File: config.mk
export PLATFORM = sky130hd
export DESIGN_NAME = tap_player
export DESIGN_NICKNAME = d
export VERILOG_FILES = /design/src/rtl/tap_player.sv
export SDC_FILE = /design/constraint.sdc
export NUM_CORES = 1
export LEC_CHECK = 0
export CORE_MARGIN = 4
export CORE_UTILIZATION = 52
export CTS_CLUSTER_DIAMETER = 60
export CTS_CLUSTER_SIZE = 20
export DETAILED_ROUTE_END_ITERATION = 8
export MAX_ROUTING_LAYER = met4
export PLACE_DENSITY = 0.77
export SLEW_MARGIN = 20
export SYNTH_ARGS = -nofsm -noshare
export SYNTH_HDL_FRONTEND = slang
export SYNTH_SLANG_ARGS = --single-unit
File: constraint.sdc
create_clock -name clk -period 1.93 [get_ports clk]
set_clock_uncertainty 0.05 [all_clocks]
set_input_delay 0.579 -clock clk [delete_from_list [all_inputs] [get_ports clk]]
set_output_delay 0.579 -clock clk [all_outputs]
set_load 0.02 [all_outputs]
File: src/rtl/tap_player.sv
// tap_player: datasette playback; turns TAP pulse-length bytes into active-low FLAG read pulses, gated by motor and PLAY key.
// Latency: tap_ready is combinational from state; flag_n falls the clk after the N-th running phi2 tick of an N-tick interval.
// Backpressure: bytes are taken only in FETCH (and LONG0-2) while the motor is up to speed; define TAP_V1_LONG_EN for TAP v1 24-bit long pulses.
module tap_player #(
    parameter int MOTOR_DELAY = 16,
    parameter int FLAG_W      = 4
) (
    input  logic       clk,
    input  logic       reset,
    input  logic       phi2_en,
    input  logic       motor_n,
    input  logic       play_key,
    input  logic [7:0] tap_data,
    input  logic       tap_valid,
    output logic       tap_ready,
    output logic       sense,
    output logic       flag_n,
    output logic       underrun
);
    localparam int SPIN_W  = (MOTOR_DELAY > 0) ? $clog2(MOTOR_DELAY + 1) : 1;
    localparam int PULSE_W = (FLAG_W > 0) ? $clog2(FLAG_W + 1) : 1;
    localparam logic [SPIN_W-1:0]  SPIN_LOAD  = SPIN_W'(MOTOR_DELAY);
    localparam logic [PULSE_W-1:0] PULSE_LOAD = PULSE_W'(FLAG_W);

    typedef enum logic [2:0] {IDLE, FETCH, LONG0, LONG1, LONG2, COUNT} state_t;

    state_t              r_state;
    state_t              w_state_nxt;
    logic [23:0]         r_cnt;
    logic [23:0]         w_cnt_nxt;
    logic [SPIN_W-1:0]   r_spin;
    logic                r_motor_q;
    logic [PULSE_W-1:0]  r_pulse;
    logic                r_sense;
    logic                r_underrun;
    logic                w_motor_on;
    logic                w_motor_rise;
    logic                w_running;
    logic                w_fetching;
    logic                w_accept;
    logic                w_pulse_start;

    assign w_motor_on   = ~motor_n & play_key;
    assign w_motor_rise = w_motor_on & ~r_motor_q;
    // The clk of the motor rise is not running: the spin counter reloads on that edge.
    assign w_running    = w_motor_on & r_motor_q & (r_spin == '0);
`ifdef TAP_V1_LONG_EN
    assign w_fetching   = (r_state == FETCH) | (r_state == LONG0) | (r_state == LONG1) | (r_state == LONG2);
`else
    assign w_fetching   = (r_state == FETCH);
`endif
    // Stream is held off while the tape is not moving so state stays frozen.
    assign tap_ready    = w_fetching & w_running;
    assign w_accept     = tap_valid & tap_ready;
    assign sense        = r_sense;
    assign flag_n       = (r_pulse == '0);
    assign underrun     = r_underrun;

    // Next-state and interval counter load/decrement.
    always_comb begin
        w_state_nxt   = r_state;
        w_cnt_nxt     = r_cnt;
        w_pulse_start = 1'b0;
        case (r_state)
            IDLE: begin
                if (w_running) w_state_nxt = FETCH;
            end
            FETCH: begin
                if (w_accept) begin
                    if (tap_data != 8'd0) begin
                        w_cnt_nxt   = {13'd0, tap_data, 3'd0};
                        w_state_nxt = COUNT;
                    end else begin
`ifdef TAP_V1_LONG_EN
                        w_cnt_nxt   = 24'd0;
                        w_state_nxt = LONG0;
`else
                        w_cnt_nxt   = 24'd2048;
                        w_state_nxt = COUNT;
`endif
                    end
                end
            end
`ifdef TAP_V1_LONG_EN
            LONG0: begin
                if (w_accept) begin
                    w_cnt_nxt   = {r_cnt[23:8], tap_data};
                    w_state_nxt = LONG1;
                end
            end
            LONG1: begin
                if (w_accept) begin
                    w_cnt_nxt   = {r_cnt[23:16], tap_data, r_cnt[7:0]};
                    w_state_nxt = LONG2;
                end
            end
            LONG2: begin
                if (w_accept) begin
                    // A zero-length long pulse still needs one tick to produce a pulse.
                    if ({tap_data, r_cnt[15:0]} == 24'd0) w_cnt_nxt = 24'd1;
                    else                                  w_cnt_nxt = {tap_data, r_cnt[15:0]};
                    w_state_nxt = COUNT;
                end
            end
`endif
            COUNT: begin
                if (w_running && phi2_en) begin
                    if (r_cnt <= 24'd1) begin
                        w_cnt_nxt     = 24'd0;
                        w_pulse_start = 1'b1;
                        w_state_nxt   = FETCH;
                    end else begin
                        w_cnt_nxt = r_cnt - 24'd1;
                    end
                end
            end
            default: w_state_nxt = IDLE;
        endcase
    end

    // State and interval counter; reset abandons any interval in flight.
    always_ff @(posedge clk) begin
        if (reset) begin
            r_state <= IDLE;
            r_cnt   <= '0;
        end else begin
            r_state <= w_state_nxt;
            r_cnt   <= w_cnt_nxt;
        end
    end

    // Motor spin-up: each off->on transition restarts the delay count.
    always_ff @(posedge clk) begin
        if (reset) begin
            r_motor_q <= 1'b0;
            r_spin    <= '0;
        end else begin
            r_motor_q <= w_motor_on;
            if (w_motor_rise)                 r_spin <= SPIN_LOAD;
            else if (phi2_en && r_spin != '0) r_spin <= r_spin - SPIN_W'(1);
        end
    end

    // FLAG pulse timer runs on phi2 regardless of motor; a new pulse restarts it.
    always_ff @(posedge clk) begin
        if (reset)                            r_pulse <= '0;
        else if (w_pulse_start)               r_pulse <= PULSE_LOAD;
        else if (phi2_en && r_pulse != '0)    r_pulse <= r_pulse - PULSE_W'(1);
    end

    // Cassette sense mirrors the PLAY key, one clk late.
    always_ff @(posedge clk) begin
        if (reset) r_sense <= 1'b1;
        else       r_sense <= ~play_key;
    end

    // Sticky starvation flag, cleared by releasing PLAY.
    always_ff @(posedge clk) begin
        if (reset || !play_key)                                   r_underrun <= 1'b0;
        else if (w_fetching && w_running && phi2_en && !tap_valid) r_underrun <= 1'b1;
    end
endmodule

* Yosys cells after proc, flatten, opt, wreduce, memory -nomap -nowiden
Index checks and enable logic that the tools add are counted.
** Storage, ports and cells
- Output and inout port bits :: 4
- ROM bits :: 0
- Bits in latches :: 0
- Memories kept :: 0
- Bits of input ports :: 14
- Bits in writable memories :: 0
- Register bits :: 38
** Cells by class
- $lt $le $gt $ge :: 1
- Bitwise logic cells :: 9
- Mux-type cells :: 17
- Add/subtract/negate cells :: 3
- Divide/modulo/power cells :: 0
- Eq/ne operators :: 6
- Shifts and indexed selects :: 0
- $mul :: 0
- Reductions and logical operators :: 22
** Operators with widths (number)
- 24-bit two-way mux :: 3
- 24-bit case mux with 2 select lines :: 1
- 24-bit by 1-bit less-or-equal comparator with 1-bit output (second input constant) :: 1
- 24-bit by 1-bit subtractor with 24-bit output (second input constant) :: 1
- 3-bit two-way mux :: 6
- 12-bit two-way mux :: 1
- 5-bit two-way mux :: 2
- 3-bit case mux with 3 select lines :: 1
- 8-bit nonzero test :: 1
- 1-bit bitwise AND :: 6
- 1-bit logical AND :: 6
- 3-bit logical NOT :: 2
- 2-bit inequality test (second input constant) :: 3
- 2-bit nonzero test :: 3
- 5-bit logical NOT :: 1
- 5-bit nonzero test :: 1
- 5-bit by 1-bit subtractor with 5-bit output (second input constant) :: 1
- 4-bit AND reduction :: 1
- 2-bit OR reduction :: 2
- 3-bit by 1-bit == test with 1-bit output (second input constant) :: 1
- 3-bit == test (second input constant) :: 1
- 1-bit two-way mux :: 3
- 1-bit inverter :: 3
- 3-bit AND reduction :: 1
- 5 further kinds :: 6

* Longest topological paths before layout
- Depth in word-level cells :: 8
- Gate-level depth with buffers :: 8

* Worst setup path before layout
Ideal clock, no wire load.
- Path type :: in2out
- Start point :: in motor_n
- End point :: out tap_ready
- Slack :: -0.014 ns
- Buffers on the path :: 0
- Data required time :: 1.301 ns
- Data arrival time :: 1.315 ns
- Cell stages on the path :: 4
- Cells stage by stage :: and3b_1 nand2_1 nor2_1 and2_1
** On the way
- Word-level cells in the longest chain between the ends :: 5
** RTL lines
- start: declaration :: line 11 : input logic motor_n,
- 1-bit inverter :: line 43 : assign w_motor_on = ~motor_n & play_key;
- 1-bit bitwise AND :: line 43
- 1-bit bitwise AND (2 in series) :: line 46 : assign w_running = w_motor_on & r_motor_q & (r_spin == '0);
- 1-bit bitwise AND :: line 53 : assign tap_ready = w_fetching & w_running;
- end: declaration :: line 15 : output logic tap_ready,
No other way between the ends.

* Worst setup path after layout
- Start point :: reg r_spin[0]
- End point :: out tap_ready
** On the way
- Word-level cells in the longest chain between the ends :: 3
** RTL lines
- start: declaration :: line 31 : logic [SPIN_W-1:0] r_spin;
- start signal: assignment :: line 140 : else if (phi2_en && r_spin != '0) r_spin <= r_spin - SPIN_W'(1);
- 5-bit logical NOT :: line 46
- 1-bit bitwise AND :: line 46
- 1-bit bitwise AND :: line 53
No other way between the ends.

==> impl_metrics.yaml <==
outcome:
  outcome: "finished with violations"
  violations: "negative setup slack"
clock_tree:
  h-tree-depth: 2
  postCtsHoldBufs: 0
  cts_root_buf: "clkbuf_8"
  tritoncts: "done"
  cts_sinks: 37
  clk_latency_ps: 300
  clock_path_buffers: 2
  path_clk_slew_ps: 80
  cts_made_buffers: 5
synth:
  syn_avg_cell_area_um2: 8.458
  syn_inst: 246
  syn-cell-area_um2: 2081
  yosys_warnings: 0
  ys_types: 53
  syn_nets: 266
  synth_enable_flop_cells: 0
  async_flop_share_pct: 0
  synth_seq_cells: 37
  synth_ff_type: "dfxtp_1"
  yosysSeqAreaShare_pct: 35.60
layout:
  nets: 326
  layout-drive-gt1-share_pct: 36.81
  fin_area_um2: 3013
  final_common_cell: "buf_4"
  area_growth_pct: 44.80
  diodes: 0
  layout.cells.most_common_list: "buf_4, dfxtp_1, nor2_1"
power_and_ir_drop:
  ir_drop_v: 0.0006877
  power_density_nw_per_um2: 773.0
  p_leak_uw: 0.001242
floorplanning:
  initial_core_util_pct: 55.18
  fp.dieH_um: 71.26
  core_area_um2: 3771
  die_w_um: 71.26
  fp-row-count: 22
  ios: 18
  dieArea_um2: 5077
critical_path:
  crit_path_cell_trace: "inv_2 > ha_4 > nor4b_4 > nand2_1 > nor2_2 > and2_4 > buf_6"
  critPathRequiredTime_ps: 1300
  cp-end-kind: "primary output"
  critPathMaxStageDelay_ps: 340
  worst_setup_path_start_kind: "flop"
  critical_path_class: "flop to primary output"
  critical_path_buf_inv_count: 2
  path_delay_family: "simple AND/OR/NAND/NOR gates"
  cp_max_fo: 2
  crit_slowest_cell: "dfxtp_2"
  critPathArrivalTime_ps: 1560
global_routing:
  grt_pass1_wl_mm: 8.818
  grt_pass1_vias: 1961
  antenna_found_initial: 0
  grt_overflow: 0
  grt.total_usage_pct: 22.15
  grt_max_degree: 20
sta:
  fin_crit_sh_pct: 113.3
  post-route-min-period_ps: 2188
  slew_violations: 0
  tightest_slew_ps: 481.5
  setup_violations: 26
  rsz0062_at_grt: "true"
  fin_setup_tns_ps: -3076
  setup_slack_ps: -257.6
  relSlewSlack_pct: 67.82
  hold_violations: 0
  fmax_mhz: 457.1
place:
  place_area_um2: 2559
  hpwl_mm: 3.287
  gp_congestion: 0.8540
  port_buffers: 17
drt:
  ant_nets: 0
  drt_iter0_drc: 246
  vias_per_cell: 6.082
  vias: 2159
  wire_per_inst_um: 17.94
  routed_wl_mm: 6.368
  route.detailed.drc: 0
  drt-pass1-iter-count: 5
hold_path:
  hold_class: "flop to flop"
run:
  max_cap_violations: 0
-- flip-flops by register name (all words and copies together), names as in the netlist --
signal / cells
r_pulse: 3
r_cnt: 24
r_motor_q: 1
underrun: 1
sense: 1
r_state: 2
r_spin: 5
-- worst register-to-register path, delay by kind of cell, from the launching register on --
| family | cells | cell delay, ps |
|---|---|---|
| flops | 1 | 330 |
| compound gates | 2 | 430 |
| simple gates | 3 | 850 |
| buf+inv | 2 | 330 |
-- metrics by stage --
stage | setup slack [ps] | hold slack (ps) | utilization [%] | power, µW | cells
floorplan | 19.77 | 429.1 | - | 1329 | 246
global placement | -871.0 | 416.4 | 67.85 | 1624 | 335
detailed placement | -895.1 | 455.0 | 67.85 | 1646 | 335
CTS | -220.8 | 477.3 | 73.56 | 2280 | 354
global route | -328.4 | 508.5 | 79.89 | 2440 | 355
finish | -257.6 | 472.3 | 79.89 | 2329 | 355
-- synthesized netlist by cell type (all sizes together), types with 2 or more instances --
cell type / n / share of area (%)
xnor2: 16 / 6.7
nor2b: 3 / 0.90
dfxtp: 37 / 36
inv: 13 / 2.3
nor4: 12 / 5.1
nor3: 18 / 4.8
a21oi: 10 / 2.4
nor2: 39 / 7.2
o32ai: 4 / 1.7
o21ai: 6 / 1.4
nand2: 18 / 3.2
or2: 3 / 0.90
clkbuf: 5 / 0.90
a221oi: 3 / 2.2
nand2b: 4 / 1.2
or3: 4 / 1.4
or4: 3 / 1.3
a31oi: 2 / 0.60
buf: 4 / 1.6
a22oi: 3 / 1.1
nand4: 4 / 1.9
and2: 3 / 0.90
nand3: 5 / 1.2
xor2: 3 / 1.3
or3b: 2 / 0.84
ha: 6 / 3.6
-- per-layer routing --
layer,global-route usage [%],part of all wire [%],up-vias
met5,-,0,-
met4,7.933,3.7,0
met3,4.348,8.0,30
met2,35.31,48,135
met1,27.90,40,1001
li1,-,-,993
-- report_power, final --
part / total (µW) / switching [µW] / internal [µW]
combinational: 865 / 418 / 447
clock: 565 / 315 / 250
sequential: 899 / 59.1 / 840
-- area by class of cell --
type / instances / area (µm²)
inverter: 13 / 48.80
clock inverter: 3 / 17.52
sequential: 37 / 745.7
clock buffer: 5 / 68.82
timing repair buffer: 61 / 576.8
multi-input combinational: 188 / 1495
tap: 48 / 60.06
fill: 234 / 758.2
-- what timing repair did --
action                                  CTS  global route
pin swaps                                10            16
cloned                                    1             1
buffers inserted                         10             2
resized for setup                        30            44
endpoints found under the setup margin   27            29
-- worst paths after layout --
check,startpoint,to,slack [ps],depth (start not counted)
min reg2reg,r_pulse[1],r_pulse[1],470,2
max,r_spin[0],tap_ready,-260,7
min,r_pulse[1],r_pulse[1],470,2
max reg2reg,r_cnt[18],r_cnt[20],-170,7
-- kinds of logic after synthesis --
group / after synthesis / share of synthesized area, %
AOI/OAI and AO/OA: 38 / 13.83
buffers and inverters: 22 / 4.810
xor gates and xnor gates: 19 / 7.998
muxes: 1 / 0.5412
and+or+nand+nor: 123 / 33.61
DFF: 37 / 35.60
adders and majority gates: 6 / 3.608
Power figures use the tool's default switching activity.
